===== config.mk =====
export PLATFORM = sky130hd
export DESIGN_NAME = craft_decrypt
export DESIGN_NICKNAME = d
export VERILOG_FILES = /design/src/rtl/craft_pkg.sv /design/src/rtl/craft_dec_round.sv /design/src/rtl/craft_decrypt.sv
export SDC_FILE = /design/constraint.sdc
export NUM_CORES = 1
export LEC_CHECK = 0
export ABC_AREA = 1
export CAP_MARGIN = 20
export CORE_UTILIZATION = 55
export DETAILED_ROUTE_END_ITERATION = 8
export PLACE_DENSITY = 0.8
export SKIP_CTS_REPAIR_TIMING = 1
export SLEW_MARGIN = 5
export SYNTH_ARGS = -nofsm -noshare
export SYNTH_HDL_FRONTEND = slang
export SYNTH_SLANG_ARGS = --single-unit

===== constraint.sdc =====
create_clock -name clk -period 5.4 [get_ports clk]
set_clock_uncertainty 0.15 [all_clocks]
set_input_delay 1.62 -clock clk [delete_from_list [all_inputs] [get_ports clk]]
set_output_delay 1.62 -clock clk [all_outputs]
set_load 0.02 [all_outputs]

===== src/rtl/craft_pkg.sv =====
// CRAFT primitives shared by the encrypt/decrypt cores and the key register:
// S-box, nibble permutations, MixColumn, tweak permutation and round constants.
package craft_pkg;
    localparam int NR      = 32;
    localparam int CNT_W   = $clog2(NR);
    localparam int STATE_W = 64;
    localparam int TK_W    = 64;
    localparam int KEY_W   = 128;

    // Tables are packed nibble lists; entry 0 sits in the most significant nibble.
    localparam logic [63:0]  SBOX_TBL  = 64'hCAD3EBF789150246;
    localparam logic [63:0]  PN_TBL    = 64'hFCDEA98B65471230;
    localparam logic [63:0]  PNINV_TBL = 64'hFCDEA98B65471230;
    localparam logic [63:0]  Q_TBL     = 64'hCAF5E892B374601D;
    localparam logic [127:0] RC_A_TBL  = 128'h18429C6B5ADEF7318429C6B5ADEF7318;
    localparam logic [127:0] RC_B_TBL  = 128'h14256731425673142567314256731425;

    typedef enum logic [1:0] {ST_IDLE, ST_ROUND, ST_DONE} state_t;

    function automatic logic [3:0] get_nib(input logic [63:0] x, input int i);
        return x[63-4*i -: 4];
    endfunction

    function automatic logic [3:0] sbox4(input logic [3:0] n);
        return SBOX_TBL[63-4*int'(n) -: 4];
    endfunction

    function automatic logic [63:0] sub_cells(input logic [63:0] s);
        logic [63:0] o;
        o = '0;
        for (int i = 0; i < 16; i++) o[63-4*i -: 4] = sbox4(get_nib(s, i));
        return o;
    endfunction

    // Gather permutation: out[i] = in[tbl[i]].
    function automatic logic [63:0] permute(input logic [63:0] s, input logic [63:0] tbl);
        logic [63:0] o;
        o = '0;
        for (int i = 0; i < 16; i++) o[63-4*i -: 4] = get_nib(s, int'(get_nib(tbl, i)));
        return o;
    endfunction

    function automatic logic [63:0] mix_columns(input logic [63:0] s);
        logic [63:0] o;
        o = s;
        for (int j = 0; j < 4; j++) begin
            o[63-4*j -: 4]     = get_nib(s, j) ^ get_nib(s, 8+j) ^ get_nib(s, 12+j);
            o[63-4*(4+j) -: 4] = get_nib(s, 4+j) ^ get_nib(s, 12+j);
        end
        return o;
    endfunction

    function automatic logic [3:0] rc_a(input logic [CNT_W-1:0] r);
        return RC_A_TBL[127-4*int'(r) -: 4];
    endfunction

    function automatic logic [2:0] rc_b(input logic [CNT_W-1:0] r);
        logic [3:0] t;
        t = RC_B_TBL[127-4*int'(r) -: 4];
        return t[2:0];
    endfunction
endpackage


===== src/rtl/craft_dec_round.sv =====
// One combinational CRAFT inverse round. i_last undoes the final encryption
// round, which has no S-box/permutation layer.
module craft_dec_round
    import craft_pkg::*;
(
    input  logic [STATE_W-1:0] i_s,
    input  logic [TK_W-1:0]    i_tk,
    input  logic [3:0]         i_rc_a,
    input  logic [2:0]         i_rc_b,
    input  logic               i_last,
    output logic [STATE_W-1:0] o_s
);
    logic [STATE_W-1:0] w_unsub;
    logic [STATE_W-1:0] w_pre;
    logic [STATE_W-1:0] w_rc;
    logic [STATE_W-1:0] w_keyed;

    assign w_unsub = permute(sub_cells(i_s), PNINV_TBL);
    assign w_pre   = i_last ? i_s : w_unsub;
    assign w_rc    = {16'h0, i_rc_a, 1'b0, i_rc_b, 40'h0};
    assign w_keyed = w_pre ^ i_tk ^ w_rc;
    assign o_s     = mix_columns(w_keyed);
endmodule


===== src/rtl/craft_decrypt.sv =====
// Iterative CRAFT decryption core: one inverse round per clock, 32 rounds,
// valid/ready on both sides.
module craft_decrypt
    import craft_pkg::*;
#(
    parameter int NR_ROUNDS = NR
) (
    input  logic                clk,
    input  logic                rst_n,
    input  logic                in_valid,
    output logic                in_ready,
    input  logic [STATE_W-1:0]  ciphertext,
    input  logic [TK_W-1:0]     tweak,
    input  logic [KEY_W-1:0]    key,
    output logic                out_valid,
    input  logic                out_ready,
    output logic [STATE_W-1:0]  plaintext
);
    state_t             r_state;
    logic [1:0]         r_rst_sync;
    logic [CNT_W-1:0]   r_round;
    logic [STATE_W-1:0] r_s;
    logic [TK_W-1:0]    r_tk0, r_tk1, r_tk2, r_tk3;
    logic               r_out_valid;
    logic [STATE_W-1:0] r_plaintext;

    logic               w_in_ready;
    logic [TK_W-1:0]    w_tq;
    logic [TK_W-1:0]    w_tk_sel;
    logic [STATE_W-1:0] w_round_out;
    logic               w_last;

    // Reset asserts asynchronously; acceptance waits for a synchronised release.
    always_ff @(posedge clk or negedge rst_n) begin
        if (!rst_n) r_rst_sync <= 2'b00;
        else        r_rst_sync <= {r_rst_sync[0], 1'b1};
    end

    assign w_in_ready = (r_state == ST_IDLE) && r_rst_sync[1];
    assign w_tq       = permute(tweak, Q_TBL);
    assign w_last     = (r_round == CNT_W'(NR_ROUNDS - 1));

    always_comb begin
        w_tk_sel = r_tk0;
        case (r_round[1:0])
            2'd0: w_tk_sel = r_tk0;
            2'd1: w_tk_sel = r_tk1;
            2'd2: w_tk_sel = r_tk2;
            2'd3: w_tk_sel = r_tk3;
            default: w_tk_sel = r_tk0;
        endcase
    end

    craft_dec_round u_round (
        .i_s    (r_s),
        .i_tk   (w_tk_sel),
        .i_rc_a (rc_a(r_round)),
        .i_rc_b (rc_b(r_round)),
        .i_last (w_last),
        .o_s    (w_round_out)
    );

    always_ff @(posedge clk or negedge rst_n) begin
        if (!rst_n) begin
            r_state     <= ST_IDLE;
            r_round     <= '0;
            r_s         <= '0;
            r_tk0       <= '0;
            r_tk1       <= '0;
            r_tk2       <= '0;
            r_tk3       <= '0;
            r_out_valid <= 1'b0;
            r_plaintext <= '0;
        end else begin
            case (r_state)
                ST_IDLE: begin
                    if (in_valid && w_in_ready) begin
                        r_s     <= ciphertext;
                        r_tk0   <= key[127:64] ^ tweak;
                        r_tk1   <= key[63:0]   ^ tweak;
                        r_tk2   <= key[127:64] ^ w_tq;
                        r_tk3   <= key[63:0]   ^ w_tq;
                        r_round <= CNT_W'(NR_ROUNDS - 1);
                        r_state <= ST_ROUND;
                    end
                end
                ST_ROUND: begin
                    r_s <= w_round_out;
                    if (r_round == '0) begin
                        r_plaintext <= w_round_out;
                        r_out_valid <= 1'b1;
                        r_state     <= ST_DONE;
                    end else begin
                        r_round <= r_round - 1'b1;
                    end
                end
                ST_DONE: begin
                    if (out_ready) begin
                        r_out_valid <= 1'b0;
                        r_state     <= ST_IDLE;
                    end
                end
                default: r_state <= ST_IDLE;
            endcase
        end
    end

    assign in_ready  = w_in_ready;
    assign out_valid = r_out_valid;
    assign plaintext = r_plaintext;
endmodule

==> metrics.csv <==
stage,metric,value,unit
run_status,status,"finished, final reports clean",
synth,synthTopCellsByArea,"dfrtp_1, nand2_1, xnor2_1",
floorplan,core.rowCount,75,
synth,synth_edf_count,0,
timing,slew_violations,0,
timing,finalCritPeriodShare,0.7333,
cts,root_buffer,clkbuf_16,
synth,synth_nets,3525,
cts,clk_path_buf_depth,3,
power_and_ir_drop,irDropWorstVdd,0.2754,mV
critical_path,worstPathArrival,2.19,ns
route,drc,0,
place,io_buffer_count,325,
place,gp_congestion,1.019,
route,drt_iter0_drc,2474,
floorplan,coreArea,41850,um^2
global_route,grt_pass1_vias,20828,
global_route,antenna_found_initial,4,
route,wirelength,78020,um
critical_path,end_kind,primary output,
final_layout,nFillCells,3560,
floorplan,start_util,0.5569,
synth,synth_most_common_cell,nand2_1,
floorplan,io_pins,326,
route,num_vias,22509,
synth,async_flop_share,1.000,
synth,ys_seq_area_frac,0.4230,
power_and_ir_drop,p_leak,13.81,nW
synth,synthDistinctLibCells,36,
synth,synth_ff_type,dfrtp_1,
cts,clock-sinks,394,
synth,synth_top_area_frac,0.4230,
final_layout,drive_gt1_frac,0.03193,
route,ant_nets,0,
timing,worst_pin_slew,1.282,ns
cts,cts_tree,built,
timing,hold_violations,0,
timing,rsz0062_at_grt,false,
timing,clock.fmax,252.5,MHz
global_route,overflow,0,
route,firstDrtPassIters,8,
synth,synth_common_cells,"nand2_1, dfrtp_1, o21ai_0, xnor2_1, nand3_1",
final_layout,diodes,0,
final_layout,final_nets,3713,
cts,cts_buffers,43,
synth,yosys_warnings,0,
timing,holdWs,0.2085,ns
synth,syn_inst,3257,
critical_path,cp.required,3.63,ns
global_route,track_usage,0.3600,
synth,synth_top_area_cell,dfrtp_1,
route,avgViaCountPerCell,5.606,
timing,fin_setup_tns,0,ns
critical_path,path_max_fanout,2,
timing,fin_crit,3.960,ns
timing,slew_headroom,0.1454,
cts,clkTransAtPathRegs,0.06,ns
route,wire_per_inst,19.43,um
power_and_ir_drop,power.total,20.25,mW
global_route,grt_start_max_net_pins,337,
critical_path,crit_type,reg2out,
cts,cts_htree_levels,2,
synth,syn-cell-area,23310,um^2
place,place_hpwl,57630,um
critical_path,start_kind,flip-flop,
floorplan,die_area,43210,um^2
hold_path,hold_class,reg2reg,
power_and_ir_drop,powerDensity,719.7,nW/um^2
global_route,grt_first_pass_wirelength,118700,um
floorplan,die_x,207.9,um
run,cap_violations,0,
final_layout,syn2layout_area_growth,20.69,%
cts,clk_latency,0.59,ns
floorplan,die_y,207.9,um
synth,synth-seq-cells,394,
timing,setup_viol,0,
synth,syn_avg_cell_area,7.156,um^2
## cells in the final DEF, fill, tap and decap left out, types with 2 or more instances in the layout
| cell type | count |
|---|---|
| nand2_1 | 1352 |
| ha_1 | 5 |
| o21a_1 | 3 |
| xnor2_1 | 259 |
| clkdlybuf4s50_1 | 324 |
| clkinv_2 | 7 |
| o22ai_1 | 34 |
| or2_2 | 5 |
| a21o_1 | 7 |
| nand3b_1 | 4 |
| xor2_1 | 4 |
| dfrtp_1 | 394 |
| bufinv_16 | 3 |
| buf_12 | 9 |
| inv_2 | 5 |
| clkbuf_16 | 44 |
| o221ai_1 | 25 |
| nor2_2 | 3 |
| inv_1 | 180 |
| a21oi_1 | 6 |
| clkbuf_1 | 12 |
| clkbuf_8 | 8 |
| nand3_1 | 252 |
| o21bai_1 | 22 |
| nor2_1 | 98 |
| o21ai_0 | 353 |
| o21ai_1 | 8 |
| or2_1 | 2 |
| nand2_2 | 2 |
| ha_2 | 2 |
| buf_4 | 15 |
| o211ai_1 | 13 |
## flip-flops by register name, indices dropped and copies added (netlist names)
signal,cells
r_tk3,64
r_tk0,64
r_tk1,64
r_state,2
plaintext,64
r_s,64
r_tk2,64
out_valid,1
r_rst_sync,2
r_round,5
## per-stage QoR
| stage | instance area, um^2 | instances | utilization | setup WS (ns) |
|---|---|---|---|---|
| 2_1_floorplan | 23310 | 3257 | - | 2.561 |
| 3_5_place_dp | 26700 | 3938 | 0.6378 | 1.393 |
| 3_3_place_gp | 26700 | 3938 | 0.6378 | 1.435 |
| 4_1_cts | 28100 | 4014 | 0.6715 | 1.413 |
| 6_report | 28130 | 4015 | 0.6722 | 1.440 |
| 5_1_grt | 28130 | 4015 | 0.6722 | 1.235 |
## cells by family (layout without fill, tap and decap cells)
logic type / count (synthesis) / in the layout / share of synthesized area
buffers and inverters: 394 / 613 / 0.06764
flip-flops: 394 / 394 / 0.4230
other: 1 / 1 / 0.0001609
AND/OR/NAND/NOR: 1724 / 1724 / 0.2937
XOR/XNOR: 263 / 263 / 0.09882
adder cells (fa/ha/maj): 8 / 8 / 0.004295
AO/OA/AOI/OAI: 473 / 473 / 0.1124
## where the power goes
part	internal [mW]	switching [mW]	leakage (nW)	total, mW
sequential	4.43	1.01	4.92	5.44
clock	1.75	1.26	0.691	3.01
combinational	3.69	8.11	8.20	11.8
## final cells by class
class / count / area [um^2] / area share
Clock buffer: 64 / 1256 / 0.04465
Clock inverter: 12 / 152.6 / 0.005426
Inverter: 187 / 703.2 / 0.02500
Multi-Input combinational cell: 2469 / 11910 / 0.4233
Sequential cell: 394 / 9859 / 0.3505
Tap cell: 539 / 674.4 / 0.02397
Timing Repair Buffer: 350 / 3578 / 0.1272
## critical path: stages (launching register included)
cell             delay [ns]
dfrtp_1                0.42
nor3b_1                0.47
clkdlybuf4s50_1        0.72
## worst paths after layout
kind | slack, ns | start | cells after the start | to
setup / recovery | 1.44 | r_state[0]$_DFFE_PN0P_ | 2 | in_ready
hold / removal | 0.21 | r_rst_sync[0]$_DFF_PN0_ | 0 | r_rst_sync[1]$_DFF_PN0_
setup reg to reg | 1.46 | r_round[1]$_DFFE_PN0P_ | 11 | r_s[53]$_DFFE_PN0P_
hold reg to reg | 0.21 | r_rst_sync[0]$_DFF_PN0_ | 0 | r_rst_sync[1]$_DFF_PN0_
max in group asynchronous | 3.07 | rst_n | 2 | r_tk0[33]$_DFFE_PN0P_
min in group asynchronous | 0.94 | rst_n | 1 | plaintext[2]$_DFFE_PN0P_
## routing by layer
metal	track usage	routed length [um]	vias up	share of wire
li1	-	-	10705	-
met1	0.4998	33220	10624	0.43
met2	0.5582	34870	1006	0.45
met3	0.05870	6543	168	0.084
met4	0.1566	3351	6	0.043
met5	0	42	-	0.00054
(Power assumes the default switching activity.)
